==> src/rtl/parking_input_conditioner.sv <==
// Input conditioner for parking_system: debounces the gate sensors, captures a two-digit keypad
// password and times out abandoned entries. Define PARKING_LOCKOUT_EN to add the lockout feature.
module parking_input_conditioner #(
  parameter int DEBOUNCE_CYCLES = 4,
  parameter int TIMEOUT_CYCLES  = 1000,
  parameter int CNT_W           = 16
) (
  input  logic       clk,
  input  logic       reset_n,
  input  logic       sensor_entrance_raw,
  input  logic       sensor_exit_raw,
  input  logic       key_valid,
  input  logic [1:0] key_digit,
  input  logic       key_clear,
  output logic       sensor_entrance,
  output logic       sensor_exit,
  output logic [1:0] password_1,
  output logic [1:0] password_2,
  output logic       pw_ready,
`ifdef PARKING_LOCKOUT_EN
  output logic       locked,
`endif
  output logic       timeout_err
);

  localparam logic [CNT_W-1:0] DEB_LIMIT = CNT_W'(DEBOUNCE_CYCLES);
  localparam logic [CNT_W-1:0] TMO_LIMIT = CNT_W'(TIMEOUT_CYCLES);
  localparam logic [CNT_W-1:0] CNT_ONE   = CNT_W'(1);

  typedef enum logic [2:0] {
    IDLE    = 3'd0,
    WAIT_D1 = 3'd1,
    WAIT_D2 = 3'd2,
    READY   = 3'd3
`ifdef PARKING_LOCKOUT_EN
    ,
    LOCKED  = 3'd4
`endif
  } state_t;

  logic [1:0]       raw;
  logic [1:0]       deb_q, deb_d;
  logic [1:0]       deb_prev_q, deb_prev_d;
  logic [CNT_W-1:0] deb_cnt_q [2];
  logic [CNT_W-1:0] deb_cnt_d [2];

  logic             ent_rise, exit_rise;

  state_t           state_q, state_d;
  logic [CNT_W-1:0] tmo_cnt_q, tmo_cnt_d;
  logic [CNT_W-1:0] tmo_inc;
  logic             tmo_expire;
  logic             timeout_hit;
  logic [1:0]       d1_q, d1_d;
  logic [1:0]       pw1_q, pw1_d;
  logic [1:0]       pw2_q, pw2_d;
  logic             pw_ready_q, pw_ready_d;
  logic             tmo_err_q, tmo_err_d;
`ifdef PARKING_LOCKOUT_EN
  logic [1:0]       fail_cnt_q, fail_cnt_d;
  logic             locked_q, locked_d;
`endif

  assign raw = {sensor_exit_raw, sensor_entrance_raw};

  // Index 0 is the entrance sensor, index 1 the exit sensor.
  always_comb begin
    for (int i = 0; i < 2; i++) begin
      deb_d[i]     = deb_q[i];
      deb_cnt_d[i] = '0;
      if (raw[i] != deb_q[i]) begin
        if (deb_cnt_q[i] + CNT_ONE == DEB_LIMIT) begin
          deb_d[i] = raw[i];
        end else begin
          deb_cnt_d[i] = deb_cnt_q[i] + CNT_ONE;
        end
      end
    end
    deb_prev_d = deb_q;
  end

  assign ent_rise  = deb_q[0] & ~deb_prev_q[0];
  assign exit_rise = deb_q[1] & ~deb_prev_q[1];

  assign tmo_inc    = (tmo_cnt_q == TMO_LIMIT) ? tmo_cnt_q : tmo_cnt_q + CNT_ONE;
  assign tmo_expire = (tmo_inc == TMO_LIMIT);

  always_comb begin
    state_d     = state_q;
    tmo_cnt_d   = tmo_cnt_q;
    d1_d        = d1_q;
    pw1_d       = pw1_q;
    pw2_d       = pw2_q;
    pw_ready_d  = pw_ready_q;
    tmo_err_d   = 1'b0;
    timeout_hit = 1'b0;
`ifdef PARKING_LOCKOUT_EN
    fail_cnt_d  = fail_cnt_q;
    locked_d    = locked_q;
`endif

    case (state_q)
      IDLE: begin
        if (ent_rise) begin
          state_d   = WAIT_D1;
          tmo_cnt_d = '0;
          d1_d      = 2'd0;
        end
      end

      // A clear outranks a digit, and any key press outranks an expiring timer.
      WAIT_D1: begin
        if (key_clear) begin
          tmo_cnt_d = '0;
        end else if (key_valid) begin
          d1_d      = key_digit;
          state_d   = WAIT_D2;
          tmo_cnt_d = '0;
        end else if (tmo_expire) begin
          timeout_hit = 1'b1;
        end else begin
          tmo_cnt_d = tmo_inc;
        end
      end

      WAIT_D2: begin
        if (key_clear) begin
          state_d   = WAIT_D1;
          d1_d      = 2'd0;
          tmo_cnt_d = '0;
        end else if (key_valid) begin
          state_d    = READY;
          pw1_d      = d1_q;
          pw2_d      = key_digit;
          pw_ready_d = 1'b1;
          tmo_cnt_d  = '0;
`ifdef PARKING_LOCKOUT_EN
          fail_cnt_d = 2'd0;
`endif
        end else if (tmo_expire) begin
          timeout_hit = 1'b1;
        end else begin
          tmo_cnt_d = tmo_inc;
        end
      end

      READY: begin
        if (exit_rise) begin
          state_d    = IDLE;
          pw1_d      = 2'd0;
          pw2_d      = 2'd0;
          pw_ready_d = 1'b0;
          d1_d       = 2'd0;
        end
      end

`ifdef PARKING_LOCKOUT_EN
      LOCKED: begin
        if (tmo_expire) begin
          state_d    = IDLE;
          locked_d   = 1'b0;
          fail_cnt_d = 2'd0;
          tmo_cnt_d  = '0;
        end else begin
          tmo_cnt_d = tmo_inc;
        end
      end
`endif

      default: begin
        state_d = IDLE;
      end
    endcase

    if (timeout_hit) begin
      tmo_err_d = 1'b1;
      tmo_cnt_d = '0;
      d1_d      = 2'd0;
      state_d   = IDLE;
`ifdef PARKING_LOCKOUT_EN
      // The third consecutive abandoned entry locks the keypad; the lock timer reuses tmo_cnt.
      if (fail_cnt_q == 2'd2) begin
        state_d  = LOCKED;
        locked_d = 1'b1;
      end else begin
        fail_cnt_d = fail_cnt_q + 2'd1;
      end
`endif
    end
  end

  always_ff @(posedge clk) begin
    if (!reset_n) begin
      deb_q      <= 2'b00;
      deb_prev_q <= 2'b00;
      for (int i = 0; i < 2; i++) begin
        deb_cnt_q[i] <= '0;
      end
      state_q    <= IDLE;
      tmo_cnt_q  <= '0;
      d1_q       <= 2'd0;
      pw1_q      <= 2'd0;
      pw2_q      <= 2'd0;
      pw_ready_q <= 1'b0;
      tmo_err_q  <= 1'b0;
`ifdef PARKING_LOCKOUT_EN
      fail_cnt_q <= 2'd0;
      locked_q   <= 1'b0;
`endif
    end else begin
      deb_q      <= deb_d;
      deb_prev_q <= deb_prev_d;
      for (int i = 0; i < 2; i++) begin
        deb_cnt_q[i] <= deb_cnt_d[i];
      end
      state_q    <= state_d;
      tmo_cnt_q  <= tmo_cnt_d;
      d1_q       <= d1_d;
      pw1_q      <= pw1_d;
      pw2_q      <= pw2_d;
      pw_ready_q <= pw_ready_d;
      tmo_err_q  <= tmo_err_d;
`ifdef PARKING_LOCKOUT_EN
      fail_cnt_q <= fail_cnt_d;
      locked_q   <= locked_d;
`endif
    end
  end

  assign sensor_entrance = deb_q[0];
  assign sensor_exit     = deb_q[1];
  assign password_1      = pw1_q;
  assign password_2      = pw2_q;
  assign pw_ready        = pw_ready_q;
  assign timeout_err     = tmo_err_q;
`ifdef PARKING_LOCKOUT_EN
  assign locked          = locked_q;
`endif

endmodule

==> config.mk <==
export PLATFORM = sky130hd
export DESIGN_NAME = parking_input_conditioner
export DESIGN_NICKNAME = d
export VERILOG_FILES = /design/src/rtl/parking_input_conditioner.sv
export SDC_FILE = /design/constraint.sdc
export NUM_CORES = 1
export LEC_CHECK = 0
export CORE_ASPECT_RATIO = 1.25
export CORE_UTILIZATION = 40
export DETAILED_ROUTE_END_ITERATION = 8
export GPL_TIMING_DRIVEN = 0
export PLACE_DENSITY_LB_ADDON = 0.12
export SYNTH_ARGS = -nofsm -noshare
export SYNTH_HDL_FRONTEND = slang
export SYNTH_SLANG_ARGS = --single-unit
export TNS_END_PERCENT = 1
==> constraint.sdc <==
create_clock -name clk -period 4.05 [get_ports clk]
set_input_delay 0.81 -clock clk [delete_from_list [all_inputs] [get_ports clk]]
set_output_delay 0.81 -clock clk [all_outputs]
set_load 0.01 [all_outputs]
Word level (Yosys, flattened, before mapping)
Memory sizes are Yosys's and may differ from the RTL's.
Cells that the tools add are included.
{"block": "classes", "n_addsub": 3, "multipliers": 0, "div_mod_pow": 0, "n_lt_le_gt_ge": 0, "eq_ne": 18, "n_shift": 0, "muxes": 40, "bitwise_logic": 7, "n_reduce_logical": 12}
{"op": "two-way mux 16 bit", "count": 11}
{"op": "adder 16 x 1 -> 16 bit (second input constant)", "count": 3}
{"op": "== test 16 x 10 -> 1 bit (second input constant)", "count": 2}
{"op": "== test 16 x 3 -> 1 bit (second input constant)", "count": 2}
{"op": "one-hot mux 16 bit (2 select lines)", "count": 1}
{"op": "two-way mux 3 bit", "count": 6}
{"op": "two-way mux 2 bit", "count": 7}
{"op": "!= test 2 bit (second input constant)", "count": 7}
{"op": "one-hot mux 3 bit (4 select lines)", "count": 1}
{"op": "two-way mux 1 bit", "count": 10}
{"op": "one-hot mux 2 bit (2 select lines)", "count": 2}
{"op": "one-hot mux 2 bit (4 select lines)", "count": 1}
{"op": "== test 3 x 2 -> 1 bit (second input constant)", "count": 2}
{"op": "AND reduction 6 bit", "count": 1}
{"op": "AND reduction 5 bit", "count": 1}
{"op": "!= test 4 bit (second input constant)", "count": 1}
{"op": "AND reduction 2 bit", "count": 2}
{"op": "AND reduction 4 bit", "count": 1}
{"op": "nonzero test 2 bit", "count": 2}
{"op": "nonzero test 4 bit", "count": 1}
{"op": "OR reduction 2 bit", "count": 2}
{"op": "== test 3 x 1 -> 1 bit (second input constant)", "count": 1}
{"op": "logical NOT 3 bit", "count": 1}
{"op": "!= test 3 bit (second input constant)", "count": 1}
{"op": "other kinds (6)", "count": 11}
{"block": "word_totals", "regBits": 31, "latch_bits": 0, "mem_bits_rw": 32, "rom_bits": 0, "input_bits": 8, "output_inout_bits": 8, "elab_cells": 91, "n_memories": 1}
{"name": "deb_cnt_q", "depth": 2, "word_bits": 16, "rd": 2, "rd_ports_with_merged_regs": 0, "write_ports": 2, "line": "44", "rtl": "logic [CNT_W-1:0] deb_cnt_q [2];"}

Logic depth before layout (Yosys ltp)
{"block": "depth", "ltp_word": 8, "ltp_mapped": 10, "ltp_nobuf": 8}

Worst setup path before layout
Ideal clock, no wire load.
{"block": "synth_timing", "path_type": "input to register", "start": "input key_valid", "end": "register tmo_cnt_q[0]", "setup_time_ns": 0.120, "arrival_time_ns": 1.991, "required_time_ns": 3.930, "path_slack_ns": 1.939, "cell_stages": 8, "n_path_buf": 2, "path_cell_list": "nor3b_2 nand3_1 a21oi_1 nand4_1 and4b_1 buf_6 buf_8 nor3b_2"}
{"block": "synth_via", "elab_chain_cells": 4, "word_cells_on_any_way": 9, "cone_classes": "1 x eq/ne; 6 x mux; 2 x reduce/logical"}
{"item": "start: declaration", "line": "12", "rtl": "input logic key_valid,"}
{"item": "two-way mux 1 bit", "line": "115", "rtl": "end else if (key_valid) begin"}
{"item": "two-way mux 1 bit", "line": "127", "rtl": "if (key_clear) begin"}
{"item": "two-way mux 1 bit"}
{"item": "OR reduction 2 bit (no line)"}
{"item": "end signal: assignment", "line": "217", "rtl": "tmo_cnt_q <= tmo_cnt_d;"}
{"item": "end: declaration", "line": "50", "rtl": "logic [CNT_W-1:0] tmo_cnt_q, tmo_cnt_d;"}
Parallel ways exist; a longest one is shown, timed or not.
A chain may end at the register's enable or synchronous reset.

Worst setup path after layout
Same ends and word-level chain as after synthesis.

==> results list <==
* Clock latency of the later-clocked register in the worst-skew pair: 0.35 ns
- Post-synth top area cell: sky130_fd_sc_hd__dfxtp_1
- Synthesized area: 0.003461 mm2
- Once routing completed, OpenROAD measured the worst setup slack at 1.312 ns.
- Post-layout instance area: 0.003933 mm2
- Signed area change from the synthesized netlist to the final layout: 13.63%
- Post-synthesis net count: 443
- Time the final worst path needs with I/O delays and setup: 2.738 ns
- Master cell of the clock root buffer: sky130_fd_sc_hd__clkbuf_8
- Prior to clock tree synthesis, the placed netlist has a worst setup slack of 0.9982 ns.
- Number of global-route vias before repair: 2864
* DRT Wirelength: 7853 um
* Crit-path most repeated cell: sky130_fd_sc_hd__nor3b_2
- Via Count: 3012
* Pins Over Slew Limit: 0
* Max_slew headroom: 0.5220
* CTS hold repair buffers: 0
* Worst vdd ir: 147.7 uV
- The number of gates resized after CTS was 0.
* Unique cell type count in the Yosys netlist: 63
- Global-route wire length before repair: 13320 um
* Iter 0 DRT Violations: 133
* Post-Route Setup TNS: 0 ns
* Ratio of cells with drive above 1 in the final layout: 0.09389
* Area of the die: 0.009030 mm2
- The H-tree was split into 3 levels.
- Synthesized flop and latch total: 62
- Yosys attributes the largest share of cell area to sky130_fd_sc_hd__dfxtp_1 36%, sky130_fd_sc_hd__nor2_1 6.6%, sky130_fd_sc_hd__xnor2_1 5.6%.
- Data on the critical path arrives at its endpoint at 2.97 ns.
* Worst-path clk slew: 0.07 ns
- Setup repair after global routing left no endpoint under its margin.
- At the pin with the least slew margin, the transition time is 0.7105 ns.
- Dividing the final minimum period by the clock period gives 0.6761.
* Core utilization of the finished layout: 0.4719
* Overall global routing resource usage: 0.1844
- Path type of the worst min-delay path: reg -> reg
- Buffers inserted during clock tree synthesis total 9.
- The signal on the critical path passes through clkdlybuf4s50_1 > nor3b_2 > nand3_1 > a21oi_1 > nand4_1 > and4b_1 > buf_6 > buf_8 > nor3b_2.
- Routability Congestion: 0.8065
- Number of primary I/O pins: 16
* Area share of the largest cell type after synthesis: 0.3586
* Wire per inst: 14.15 um
- EDFF count, synth: 0
* Maximum number of pins on one net before global-route repair: 12
- Once detailed placement completed, the half-perimeter wirelength came to 5559 um.
* Finish-stage setup viols: 0
- In this design, the stage delay of the slowest critical-path cell is 0.56 ns.
- Number of nets with antenna violations after routing: 0
* Sequential share of the synthesized area: 0.3586
* Register cell area after layout: 0.001241 mm2
* PwrDens: 344.8 mW/mm2
- Derived from the worst setup path, the maximum achievable clock frequency is 365.2 MHz.
- Number of setup buffers added after CTS: 0
- Counting along the longest clock path gives a buffer depth of 2.
- Initial antenna violation count: 0
- STA classifies the critical path startpoint as an input port.
* Initial cell density of the core: 0.4153
- Port buffering added 15 buffers.
- Final Hold Vio Count: 0
* Result of the run: completed
- TritonCTS built the clock tree.
- Worst EP required: 4.28 ns
- Clock skew on the completed layout was measured at 0.01260 ns.
- During synthesis, Yosys emitted a total of 0 warnings.
- Count of standard-cell rows: 37
- Ys async rst share: 0
* Clock sink count: 62
- Post-synthesis area per instance: 8.105 um2
- Across the run, the number of max-cap violations was 0.
* Dominant register cell in the synthesized netlist: sky130_fd_sc_hd__dfxtp_1
- NumNets Final: 469
* Number of antenna cells inserted: 0
* Max FO, Critical Path: 10
- The multi-input combinational cells in the finished layout cover a total of 0.002073 mm2.
- On the critical path, the stage with the largest delay is an instance of sky130_fd_sc_hd__nor3b_2.
- Broken down by cell family, the worst path's largest delay share belongs to simple AND/OR/NAND/NOR gates.
- Die Y-Extent: 106.0 um
- In this run the cell area measured after placement is 0.003732 mm2.
* Leakage Power: 1.309 nW
- The core region is 0.008333 mm2.
- Nature of the critical path endpoint: flop
- Die Width: 85.20 um
- Total DRC errors in the routed layout: 0
* Cells after synthesis: 427
* Final global-route overflow total: 0
* Number of detailed-route iterations in the first pass: 5
* Sum of buffers and inverters on the critical path: 3
- Via count normalized by instance count: 5.427
- Layout fillers: 847
* Worst setup path class: in -> reg
==> power by group <==
part / internal [mW] / switching [mW]
sequential: 0.618 / 0.00988
clock: 0.301 / 0.257
combinational: 0.0619 / 0.108
==> through the flow <==
stage               std cells  hold slack (ns)  total power [mW]
global placement          539           0.4567            0.8080
global route              555           0.5094             1.419
floorplan                 427           0.4328            0.7608
CTS                       555           0.4745             1.370
finish                    555           0.4717             1.356
detailed placement        539           0.4563            0.8095
==> cell families after synthesis <==
logic type / Yosys count / share of synthesized area
fa+ha+maj: 8 / 0.02892
simple gates: 214 / 0.3268
compound gates: 76 / 0.1446
mux: 5 / 0.01518
xor+xnor: 33 / 0.08351
flops: 62 / 0.3586
buf+inv: 29 / 0.04230
==> area by class of cell <==
type	count	share of cell area
clock buffers	11	0.03595
multi-input cells	336	0.5272
clock inverters	5	0.01495
flip-flops and latches	62	0.3156
repair buffers	15	0.03818
well taps	97	0.03086
plain buffers	16	0.02482
inverters	13	0.01241
==> per-layer routing <==
metal	global-route usage	routed length, um	share of wire
met1	0.2286	3779	0.48
met2	0.3070	3783	0.48
met3	0.04503	221	0.028
met4	0.07022	69	0.0088
met5	0	0	0
==> layout by cell type, fill, tap and decap left out, types with 3 or more instances in the layout <==
master,Yosys,routed
sky130_fd_sc_hd__mux2i_1,3,3
sky130_fd_sc_hd__xnor2_1,22,22
sky130_fd_sc_hd__and2_1,6,6
sky130_fd_sc_hd__nand3_1,22,22
sky130_fd_sc_hd__nor4_1,7,7
sky130_fd_sc_hd__nand2_1,38,38
sky130_fd_sc_hd__and3_1,5,5
sky130_fd_sc_hd__or3_1,5,5
sky130_fd_sc_hd__or2_2,3,3
sky130_fd_sc_hd__clkbuf_1,6,7
sky130_fd_sc_hd__o21ai_0,23,23
sky130_fd_sc_hd__a22oi_1,6,6
sky130_fd_sc_hd__clkbuf_8,1,11
sky130_fd_sc_hd__clkdlybuf4s50_1,0,15
sky130_fd_sc_hd__o31ai_1,5,5
sky130_fd_sc_hd__inv_1,13,13
sky130_fd_sc_hd__o21a_1,4,4
sky130_fd_sc_hd__nand2b_1,6,6
sky130_fd_sc_hd__ha_1,8,8
sky130_fd_sc_hd__dfxtp_1,62,62
sky130_fd_sc_hd__nor3b_1,6,6
sky130_fd_sc_hd__buf_2,4,4
sky130_fd_sc_hd__xor2_1,11,11
sky130_fd_sc_hd__nor3_1,14,14
sky130_fd_sc_hd__a21oi_1,16,16
sky130_fd_sc_hd__nand4_1,11,11
sky130_fd_sc_hd__nor2b_1,11,11
sky130_fd_sc_hd__nor2_1,61,61
==> synthesized netlist by cell type (4+ instances only) <==
cell and n:
sky130_fd_sc_hd__dfxtp_1 62, sky130_fd_sc_hd__nor2_1 61, sky130_fd_sc_hd__nand2_1 38, sky130_fd_sc_hd__o21ai_0 23, sky130_fd_sc_hd__nand3_1 22, sky130_fd_sc_hd__xnor2_1 22
sky130_fd_sc_hd__a21oi_1 16, sky130_fd_sc_hd__nor3_1 14, sky130_fd_sc_hd__inv_1 13, sky130_fd_sc_hd__nand4_1 11, sky130_fd_sc_hd__nor2b_1 11, sky130_fd_sc_hd__xor2_1 11
sky130_fd_sc_hd__ha_1 8, sky130_fd_sc_hd__nor4_1 7, sky130_fd_sc_hd__a22oi_1 6, sky130_fd_sc_hd__and2_1 6, sky130_fd_sc_hd__clkbuf_1 6, sky130_fd_sc_hd__nand2b_1 6
sky130_fd_sc_hd__nor3b_1 6, sky130_fd_sc_hd__and3_1 5, sky130_fd_sc_hd__o31ai_1 5, sky130_fd_sc_hd__or3_1 5, sky130_fd_sc_hd__buf_2 4, sky130_fd_sc_hd__o21a_1 4
==> final timing paths <==
kind | start | slack, ns | depth (start not counted) | end
max | key_valid | 1.31 | 9 | tmo_cnt_q[0]
min | deb_cnt_q[0][0] | 0.47 | 1 | deb_cnt_q[0][0]
max reg2reg | state_q[0] | 1.55 | 10 | tmo_cnt_q[0]
min reg2reg | deb_cnt_q[0][0] | 0.47 | 1 | deb_cnt_q[0][0]
==> sequential cells by signal, summed over array words and instances (netlist names) <==
signal / flops
pw_ready: 1
deb_prev_d: 2
d1_q: 2
password_1: 2
tmo_cnt_q: 16
timeout_err: 1
deb_cnt_q: 32
deb_prev_q: 2
password_2: 2
state_q: 2
Power figures use the tool's default switching activity.
